File: config.mk
export PLATFORM = sky130hd
export DESIGN_NAME = keypad_scanner
export DESIGN_NICKNAME = d
export VERILOG_FILES = /design/src/rtl/keypad_pkg.sv /design/src/rtl/keypad_frame_scan.sv /design/src/rtl/keypad_scanner.sv
export SDC_FILE = /design/constraint.sdc
export NUM_CORES = 1
export LEC_CHECK = 0
export CAP_MARGIN = 10
export CELL_PAD_IN_SITES_DETAIL_PLACEMENT = 0
export CELL_PAD_IN_SITES_GLOBAL_PLACEMENT = 1
export CORE_ASPECT_RATIO = 1.1
export CORE_MARGIN = 2
export CORE_UTILIZATION = 40
export DETAILED_ROUTE_END_ITERATION = 8
export MAX_ROUTING_LAYER = met4
export PLACE_DENSITY_LB_ADDON = 0.1
export SETUP_SLACK_MARGIN = 0.4
export SYNTH_ARGS = -nofsm -noshare
export SYNTH_HDL_FRONTEND = slang
export SYNTH_SLANG_ARGS = --single-unit
File: constraint.sdc
create_clock -name clk -period 5.5 [get_ports clk]
set_input_delay 1.1 -clock clk [delete_from_list [all_inputs] [get_ports clk]]
set_output_delay 1.1 -clock clk [all_outputs]
set_load 0.005 [all_outputs]
File: src/rtl/keypad_pkg.sv
// Shared definitions for the matrix keypad scanner: FSM state type,
// key index width helper and the 4x4 legend lookup.
package keypad_pkg;

    typedef enum logic [1:0] {
        ST_IDLE     = 2'd0,
        ST_DEBOUNCE = 2'd1,
        ST_PRESSED  = 2'd2,
        ST_RELEASE  = 2'd3
    } kp_state_t;

    // Width of a key index for an n-key matrix (never less than 1 bit).
    function automatic int unsigned key_idx_w(input int unsigned n);
        return (n <= 2) ? 1 : $clog2(n);
    endfunction

    // Printed legend of the standard 4x4 keypad, indexed by row*4 + col.
    function automatic logic [3:0] key_legend(input logic [3:0] idx);
        logic [3:0] v;
        case (idx)
            4'd0:    v = 4'h1;
            4'd1:    v = 4'h2;
            4'd2:    v = 4'h3;
            4'd3:    v = 4'hA;
            4'd4:    v = 4'h4;
            4'd5:    v = 4'h5;
            4'd6:    v = 4'h6;
            4'd7:    v = 4'hB;
            4'd8:    v = 4'h7;
            4'd9:    v = 4'h8;
            4'd10:   v = 4'h9;
            4'd11:   v = 4'hC;
            4'd12:   v = 4'hE;
            4'd13:   v = 4'h0;
            4'd14:   v = 4'hF;
            default: v = 4'hD;
        endcase
        return v;
    endfunction

endpackage

File: src/rtl/keypad_frame_scan.sv
// Row driver, column synchroniser and per-frame key snapshot.
// Produces a frame_end pulse on the last dwell cycle of the last row, along
// with the full pressed-key bitmap summary for that frame.
module keypad_frame_scan
    import keypad_pkg::*;
#(
    parameter int unsigned ROWS     = 4,
    parameter int unsigned COLS     = 4,
    parameter int unsigned SCAN_DIV = 1000,
    parameter int unsigned KW       = key_idx_w(ROWS * COLS)
) (
    input  logic            i_clk,
    input  logic            i_rst,
    input  logic [COLS-1:0] i_column,
    input  logic [KW-1:0]   i_cand,
    output logic [ROWS-1:0] o_row,
    output logic            o_frame_end,
    output logic            o_hit_valid,
    output logic [KW-1:0]   o_hit,
    output logic            o_multi,
    output logic            o_cand_seen
);

    localparam int unsigned NK = ROWS * COLS;
    localparam int unsigned DW = $clog2(SCAN_DIV);
    localparam int unsigned RW = $clog2(ROWS);

    logic [DW-1:0]   r_dwell;
    logic [RW-1:0]   r_row_idx;
    logic [COLS-1:0] r_sync1;
    logic [COLS-1:0] r_sync2;
    logic [NK-1:0]   r_acc;

    logic            w_last_dwell;
    logic [NK-1:0]   w_frame_bits;
    logic [ROWS-1:0] w_row;
    logic            w_hit_valid;
    logic [KW-1:0]   w_hit;
    logic            w_multi;
    logic            w_cand_seen;

    assign w_last_dwell = (r_dwell == DW'(SCAN_DIV - 1));

    // Two-flop synchroniser for the pulled-up (idle-high) column pins.
    always_ff @(posedge i_clk or posedge i_rst) begin
        if (i_rst) begin
            r_sync1 <= '1;
            r_sync2 <= '1;
        end else begin
            r_sync1 <= i_column;
            r_sync2 <= r_sync1;
        end
    end

    // Bitmap as it will stand after this cycle's sample: stored rows plus the
    // live synchronised columns for the row currently driven.
    always_comb begin
        w_frame_bits = r_acc;
        for (int unsigned r = 0; r < ROWS; r++) begin
            if (RW'(r) == r_row_idx) begin
                w_frame_bits[r*COLS +: COLS] = ~r_sync2;
            end
        end
    end

    // Dwell counter, row rotation and per-row capture on the last dwell cycle.
    always_ff @(posedge i_clk or posedge i_rst) begin
        if (i_rst) begin
            r_dwell   <= '0;
            r_row_idx <= '0;
            r_acc     <= '0;
        end else if (w_last_dwell) begin
            r_dwell   <= '0;
            r_row_idx <= (r_row_idx == RW'(ROWS - 1)) ? '0 : r_row_idx + RW'(1);
            r_acc     <= w_frame_bits;
        end else begin
            r_dwell <= r_dwell + DW'(1);
        end
    end

    // One-cold row drive decoded from the row index.
    always_comb begin
        w_row = '1;
        for (int unsigned r = 0; r < ROWS; r++) begin
            if (RW'(r) == r_row_idx) begin
                w_row[r] = 1'b0;
            end
        end
    end

    // Frame summary: lowest pressed index, more-than-one flag, candidate presence.
    always_comb begin
        w_hit_valid = 1'b0;
        w_hit       = '0;
        w_multi     = 1'b0;
        w_cand_seen = 1'b0;
        for (int unsigned i = 0; i < NK; i++) begin
            if (w_frame_bits[i]) begin
                if (w_hit_valid) begin
                    w_multi = 1'b1;
                end else begin
                    w_hit_valid = 1'b1;
                    w_hit       = KW'(i);
                end
                if (KW'(i) == i_cand) begin
                    w_cand_seen = 1'b1;
                end
            end
        end
    end

    assign o_row       = w_row;
    assign o_frame_end = w_last_dwell && (r_row_idx == RW'(ROWS - 1));
    assign o_hit_valid = w_hit_valid;
    assign o_hit       = w_hit;
    assign o_multi     = w_multi;
    assign o_cand_seen = w_cand_seen;

endmodule

File: src/rtl/keypad_scanner.sv
// Matrix keypad scanner/debouncer top level: press/release FSM, debounce
// counter and output strobes. Typematic auto-repeat is built only when the
// macro KEYPAD_REPEAT_EN is defined.
module keypad_scanner
    import keypad_pkg::*;
#(
    parameter int unsigned ROWS            = 4,
    parameter int unsigned COLS            = 4,
    parameter int unsigned SCAN_DIV        = 1000,
    parameter int unsigned DEBOUNCE_FRAMES = 4,
    parameter int unsigned REPEAT_DELAY    = 32,
    parameter int unsigned REPEAT_RATE     = 8,
    localparam int unsigned KW             = key_idx_w(ROWS * COLS)
) (
    input  logic            clk,
    input  logic            rst,
    input  logic [COLS-1:0] column,
    output logic [ROWS-1:0] row,
    output logic [KW-1:0]   key_code,
    output logic            key_valid,
    output logic            key_held,
    output logic            key_release
);

    localparam int unsigned DBW = $clog2(DEBOUNCE_FRAMES + 1);

    kp_state_t      r_state;
    logic [DBW-1:0] r_cnt;
    logic [KW-1:0]  r_cand;
    logic [KW-1:0]  r_key_code;
    logic           r_key_valid;
    logic           r_key_held;
    logic           r_key_release;

    logic           w_frame_end;
    logic           w_hit_valid;
    logic [KW-1:0]  w_hit;
    logic           w_multi;
    logic           w_cand_seen;

    kp_state_t      w_state_nx;
    logic [DBW-1:0] w_cnt_nx;
    logic [KW-1:0]  w_cand_nx;
    logic           w_accept;
    logic           w_release;
    logic           w_single;
    logic           w_rep_fire;

    keypad_frame_scan #(
        .ROWS     (ROWS),
        .COLS     (COLS),
        .SCAN_DIV (SCAN_DIV),
        .KW       (KW)
    ) u_frame_scan (
        .i_clk       (clk),
        .i_rst       (rst),
        .i_column    (column),
        .i_cand      (r_cand),
        .o_row       (row),
        .o_frame_end (w_frame_end),
        .o_hit_valid (w_hit_valid),
        .o_hit       (w_hit),
        .o_multi     (w_multi),
        .o_cand_seen (w_cand_seen)
    );

    assign w_single = w_hit_valid && !w_multi;

    // Next-state logic, evaluated only on the frame_end cycle.
    always_comb begin
        w_state_nx = r_state;
        w_cnt_nx   = r_cnt;
        w_cand_nx  = r_cand;
        w_accept   = 1'b0;
        w_release  = 1'b0;
        if (w_frame_end) begin
            case (r_state)
                ST_IDLE: begin
                    if (w_single) begin
                        w_cand_nx = w_hit;
                        if (DEBOUNCE_FRAMES == 1) begin
                            w_state_nx = ST_PRESSED;
                            w_accept   = 1'b1;
                        end else begin
                            w_state_nx = ST_DEBOUNCE;
                            w_cnt_nx   = DBW'(1);
                        end
                    end
                end
                ST_DEBOUNCE: begin
                    if (w_single && (w_hit == r_cand)) begin
                        if (r_cnt + DBW'(1) == DBW'(DEBOUNCE_FRAMES)) begin
                            w_state_nx = ST_PRESSED;
                            w_accept   = 1'b1;
                        end else begin
                            w_cnt_nx = r_cnt + DBW'(1);
                        end
                    end else begin
                        w_state_nx = ST_IDLE;
                        w_cnt_nx   = '0;
                    end
                end
                ST_PRESSED: begin
                    if (!w_cand_seen) begin
                        if (DEBOUNCE_FRAMES == 1) begin
                            w_state_nx = ST_IDLE;
                            w_release  = 1'b1;
                        end else begin
                            w_state_nx = ST_RELEASE;
                            w_cnt_nx   = DBW'(1);
                        end
                    end
                end
                default: begin
                    if (w_cand_seen) begin
                        w_state_nx = ST_PRESSED;
                    end else if (r_cnt + DBW'(1) == DBW'(DEBOUNCE_FRAMES)) begin
                        w_state_nx = ST_IDLE;
                        w_cnt_nx   = '0;
                        w_release  = 1'b1;
                    end else begin
                        w_cnt_nx = r_cnt + DBW'(1);
                    end
                end
            endcase
        end
    end

`ifdef KEYPAD_REPEAT_EN
    logic [15:0] r_rep_cnt;
    logic        r_rep_started;
    logic [15:0] w_rep_target;
    logic        w_rep_step;

    // First repeat waits REPEAT_DELAY frames, later ones REPEAT_RATE frames.
    always_comb begin
        w_rep_target = r_rep_started ? 16'(REPEAT_RATE) : 16'(REPEAT_DELAY);
        w_rep_step   = w_frame_end && (r_state == ST_PRESSED) && w_cand_seen;
        w_rep_fire   = w_rep_step && (r_rep_cnt + 16'd1 == w_rep_target);
    end

    // Repeat counter: cleared on a fresh accept, frozen outside PRESSED.
    always_ff @(posedge clk or posedge rst) begin
        if (rst) begin
            r_rep_cnt     <= '0;
            r_rep_started <= 1'b0;
        end else if (w_accept) begin
            r_rep_cnt     <= '0;
            r_rep_started <= 1'b0;
        end else if (w_rep_step) begin
            if (w_rep_fire) begin
                r_rep_cnt     <= '0;
                r_rep_started <= 1'b1;
            end else begin
                r_rep_cnt <= r_rep_cnt + 16'd1;
            end
        end
    end
`else
    assign w_rep_fire = 1'b0;
`endif

    // FSM state and registered outputs; strobes appear the cycle after frame_end.
    always_ff @(posedge clk or posedge rst) begin
        if (rst) begin
            r_state       <= ST_IDLE;
            r_cnt         <= '0;
            r_cand        <= '0;
            r_key_code    <= '0;
            r_key_valid   <= 1'b0;
            r_key_held    <= 1'b0;
            r_key_release <= 1'b0;
        end else begin
            r_state       <= w_state_nx;
            r_cnt         <= w_cnt_nx;
            r_cand        <= w_cand_nx;
            r_key_valid   <= w_accept || w_rep_fire;
            r_key_release <= w_release;
            if (w_accept) begin
                r_key_code <= w_cand_nx;
                r_key_held <= 1'b1;
            end else if (w_release) begin
                r_key_held <= 1'b0;
            end
        end
    end

    assign key_code    = r_key_code;
    assign key_valid   = r_key_valid;
    assign key_held    = r_key_held;
    assign key_release = r_key_release;

endmodule

Word level (Yosys, flattened, before mapping)

Index checks and enable logic that the tools add are counted.
W data, S select, Z words.

Flip-flop bits (word level): 52
Input bits: 6
Output and inout bits: 11

Add/sub/neg operators: 3
Eq/ne operators: 29
Mux-type cells: 144
Bitwise operators: 1
Reductions and logical operators: 12

Operators with widths:

| cell                    | count |
|---|---|
| $mux W4                 | 36 |
| $mux W1                 | 92 |
| $eq A4 B4 Y1 const A    | 8 |
| $mux W3                 | 6 |
| $eq A3 B4 Y1 const A    | 4 |
| $mux W2                 | 7 |
| $add A10 B1 Y10 const B | 1 |
| $eq A10 B10 Y1 const B  | 1 |
| $mux W10                | 1 |
| $reduce_and A5 Y1       | 2 |
| $pmux W3 S3             | 1 |
| $eq A2 B4 Y1 const A    | 2 |
| $ne A3 B3 Y1 const B    | 2 |
| $pmux W2 S3             | 1 |
| $reduce_bool A5 Y1      | 1 |
| $eq A1 B4 Y1 const A    | 1 |
| $eq A2 B2 Y1 const A    | 2 |
| $eq A2 B2 Y1 const B    | 2 |
| $eq A4 B4 Y1            | 1 |
| $logic_not A2 Y1        | 2 |
| $logic_not A4 Y1        | 1 |
| $ne A2 B2 Y1 const B    | 2 |
| $not A4 Y4              | 1 |
| $add A3 B1 Y3 const B   | 1 |
| other kinds (9)         | 11 |

Longest topological paths before layout

Depth in word-level cells: 40
Depth in mapped cells: 14
Gate-level depth less buffers: 11

By module

From an unflattened synthesis, not the netlist that was laid out.

Cell total of the unflattened synthesis: 331
Area, all modules: 3121.7 um^2

Modules (own cells, without submodules):

| module            | instances | cells each | area each (um^2) | sequential area each (um^2) |
|---|---|---|---|---|
| keypad_frame_scan | 1         | 251        | 2174.6           | 910.9 |
| keypad_scanner    | 1         | 80         | 947.2            | 400.4 |

Least setup slack after synthesis

Ideal clock, no wire load.

Kind: reg2reg
Start point: register u_frame_scan.r_row_idx[0]
End point: register r_key_code[0] (netlist: key_code[0])
Library setup time: 0.125 ns
Arrival: 3.065 ns
Slack: 2.310 ns
Stages on the path, launching flop included: 14
Buffers on the path: 2
Period minus slack after synthesis: 3.190 ns
Path through: dfrtp_1 -> inv_1 -> ha_1 -> buf_6 -> nor3_2 -> o22ai_2 -> or3_4 -> maj3_2 -> a211oi_2 -> nand4_1 -> nor4_4 -> and3_1 -> buf_6 -> mux2_4

Word-level cells in the longest chain between the ends: 39
Elaborated cells on any way between the ends: 96
Those cells by class: eq/ne: 5; mux: 86; reduce/logical: 5

Ends and longest elaborated chain:

| item                                             | line                    | source |
|---|---|---|
| start: declaration                               | keypad_frame_scan.sv:29 | `logic [RW-1:0] r_row_idx;` |
| start signal: assignment                         | keypad_frame_scan.sv:74 | `r_row_idx <= (r_row_idx == RW'(ROWS - 1)) ? '0 : r_row_idx + RW'(1);` |
| branches (longest 38 deep; another with $mux W4) | -                       |  |
| $mux W1 (*)                                      | keypad_scanner.sv:76    | `if (w_frame_end) begin` |
| named net w_accept                               | keypad_scanner.sv:44    | `logic w_accept;` |
| end signal: assignment                           | keypad_scanner.sv:180   | `r_key_code <= w_cand_nx;` |
| end: declaration                                 | keypad_scanner.sv:30    | `logic [KW-1:0] r_key_code;` |

Mark *: on every way through the listed nets, which the timed path passes.
A chain may end at the register's enable or synchronous reset.

Worst setup path after layout

Start point: register u_frame_scan.r_row_idx[0]
End point: register r_key_code[3] (netlist: key_code[3])

Word-level cells in the longest chain between the ends: 39
Elaborated cells on any way between the ends: 96
Those cells by class: eq/ne: 5; mux: 86; reduce/logical: 5

Ends and longest elaborated chain:

| item |
|---|
| branches (longest 39 deep; another with $mux W4) |

Several ways; the timed one is not identified.

==> reports/metrics.cfg <==
[status]
status = finished clean

[yosys]
synth.area.top_cells = dfrtp_1 (34%), dfstp_2 (6.6%), nand2_1 (4.7%), o21ai_0 (4.5%), nor2_1 (4.3%)
synth_cell_types = 58
yosys_warnings = 0
synth_ff_type = dfrtp_1
synthArstFlopShare = 1.00
yosys.area.top_type = dfrtp_1
synth_seq_cells = 52
ys_seq_area_frac = 0.410
synth-edff-count = 0
synth_area_um2 = 3200
yosysTopAreaCellShare = 0.345
synthesis.nets = 370
postSynthCellCount = 355
syn_avg_cell_area_um2 = 9.00

[clocking]
cts_buffers = 5
insertion_delay_ns = 0.31
clockBufferDepth = 2
hold_buffers = 0
ctsHtreeMaxLevel = 2
clk_pin_slew_ns = 0.10
cts_sinks = 52
postCtsSetupBuffers = 0
cts_tree = done
post_cts_resized = 0
root_buffer = clkbuf_8

[routing]
ant_nets = 0
vias = 2533
drt-initial-drc-count = 102
vias_per_cell = 5.37
drc_errors = 0
first_pass_iters = 4
post_drt_wl_per_cell_um = 16.3
drt-total-wl_um = 7690

[floorplan]
die_h_um = 97.7
fp-row-count = 34
io_pins = 17
fp.dieW_um = 89.2
die_area_um2 = 8720
core_area_um2 = 7830
start_util = 0.408

[final_layout]
nNetsFinal = 378
n_antenna_cell = 0
drive_above_1_share = 0.113
area_growth_syn_to_layout_pct = 10.3
most-common-layout-cells = dfrtp_1 (44), nand2_1 (40), nor2_1 (37), o21ai_0 (29)
final_common_cell = dfrtp_1
fin_util = 0.450

[sta]
worst_pin_slew_ns = 0.982
whs_ns = 0.361
slew_viol_final = 0
clock.fmax_mhz = 258
finalCritPeriodShare = 0.705
skew_ns = 0.0115
final_hold_viol_count = 0
slew_headroom = 0.344
rsz0062_at_grt = false
min_period_ns = 3.88
setup_ws_ns = 1.62
setup_tns_ns = 0
setup_viol = 0

[setup_path]
cp-endpoint = key_code[3]
crit_path_end_kind = flip-flop
path_class = flip-flop to flip-flop
r2r_cells = 10
cp_max_fo = 21
cp_data_arrival_time_ns = 4.08
r2r_slack_ns = 1.62
crit_start = u_frame_scan.r_row_idx[0]
startpoint_type = flip-flop
worstReg2RegEnd = key_code[3]
r2r_start = u_frame_scan.r_row_idx[0]
critPathRequiredTime_ns = 5.70

[grt]
grt_first_pass_wirelength_um = 12600
grt.total_usage = 0.192
grt_pass1_vias = 2399
grt_max_degree = 53
antenna_found_initial = 0
overflow = 0

[placement]
port_buffers = 16
place_congestion = 0.916
dp_slack_ns = 1.66
dp_hpwl_um = 5620

[pwr]
peakVddDrop_v = 0.000105
cellLeakagePower_nw = 1.50
p_total_w = 0.000705
powerDensity_nw_per_um2 = 200

[min_path]
hold_start = u_frame_scan.r_sync1[2]
min-delay-path-class = flip-flop to flip-flop

[job]
drv_cap = 0

-- worst min-delay path by stage --
stage,to,slack (ns),cells after the start
after detailed placement,u_frame_scan.r_sync2[2],0.35,0
final,u_frame_scan.r_sync2[2],0.36,0
after global routing,u_frame_scan.r_sync2[0],0.37,0
after floorplan,u_frame_scan.r_sync2[0],0.35,0
after CTS,u_frame_scan.r_sync2[2],0.36,0
after global placement,u_frame_scan.r_sync2[1],0.35,0
-- stage by stage --
step	instances	cell area, um2
after floorplan	355	3200
after global placement	464	3400
after detailed placement	464	3400
after CTS	472	3520
after global routing	472	3520
final	472	3520
-- synthesized netlist by cell type, types with 6 or more instances --
library cell,number
dfstp_2,8
nand2_1,40
inv_1,17
nor2_1,37
ha_1,9
dfrtp_1,44
clkbuf_1,7
a211oi_1,6
mux2i_1,7
and3_1,10
nor3_1,12
a21oi_1,15
o21ai_0,29
nand3_1,15
-- sequential cells by signal (all words and copies together), names as in the netlist, 2 cells and up --
signal / cells
key_code: 4
r_cand: 4
r_cnt: 3
r_state: 2
u_frame_scan.r_acc: 16
u_frame_scan.r_dwell: 10
u_frame_scan.r_row_idx: 2
u_frame_scan.r_sync1: 4
u_frame_scan.r_sync2: 4
-- worst max-delay path: stages, from the launching register on --
cell and delay, ns:
dfrtp_1 0.41, inv_1 0.15, ha_1 0.58, a21oi_1 0.29, or2_2 0.35, o21ba_2 0.21
a211oi_1 0.31, nand4_1 0.19, nor4_4 0.47, and3_1 0.46, mux2_4 0.33
-- layer usage --
| metal | part of all wire | wire length [um] | vias to the layer above | global-route usage |
|---|---|---|---|---|
| li1 | - | - | 1279 | - |
| met1 | 0.49 | 3770 | 1224 | 0.264 |
| met2 | 0.48 | 3710 | 23 | 0.302 |
| met3 | 0.016 | 124 | 7 | 0.0237 |
| met4 | 0.011 | 82 | 0 | 0.0471 |
| met5 | 0 | 0 | - | - |
-- area by class of cell --
| cell class | instances | area [um2] |
|---|---|---|
| clock buffer | 6 | 82.6 |
| clock inverter | 2 | 38.8 |
| fill | 796 | 4300 |
| inverter | 18 | 67.6 |
| multi-input combinational | 268 | 1710 |
| sequential | 52 | 1310 |
| tap | 108 | 135 |
| timing repair buffer | 18 | 175 |
-- cell families after synthesis --
family          Yosys count  synth area share
compound gates           89             0.182
xor+xnor                 10            0.0274
fa+ha+maj                11            0.0419
buf+inv                  35            0.0536
flops                    52             0.410
mux                      14            0.0513
simple gates            144             0.233
-- where the power goes --
group / switching (W) / leakage [nW] / internal, W / total, W
registers: 0.00000626 / 0.685 / 0.000388 / 0.000394
logic: 0.0000189 / 0.757 / 0.0000108 / 0.0000297
clock network: 0.000132 / 0.0614 / 0.000149 / 0.000281
Note: power is estimated with default switching activity, not from simulation.
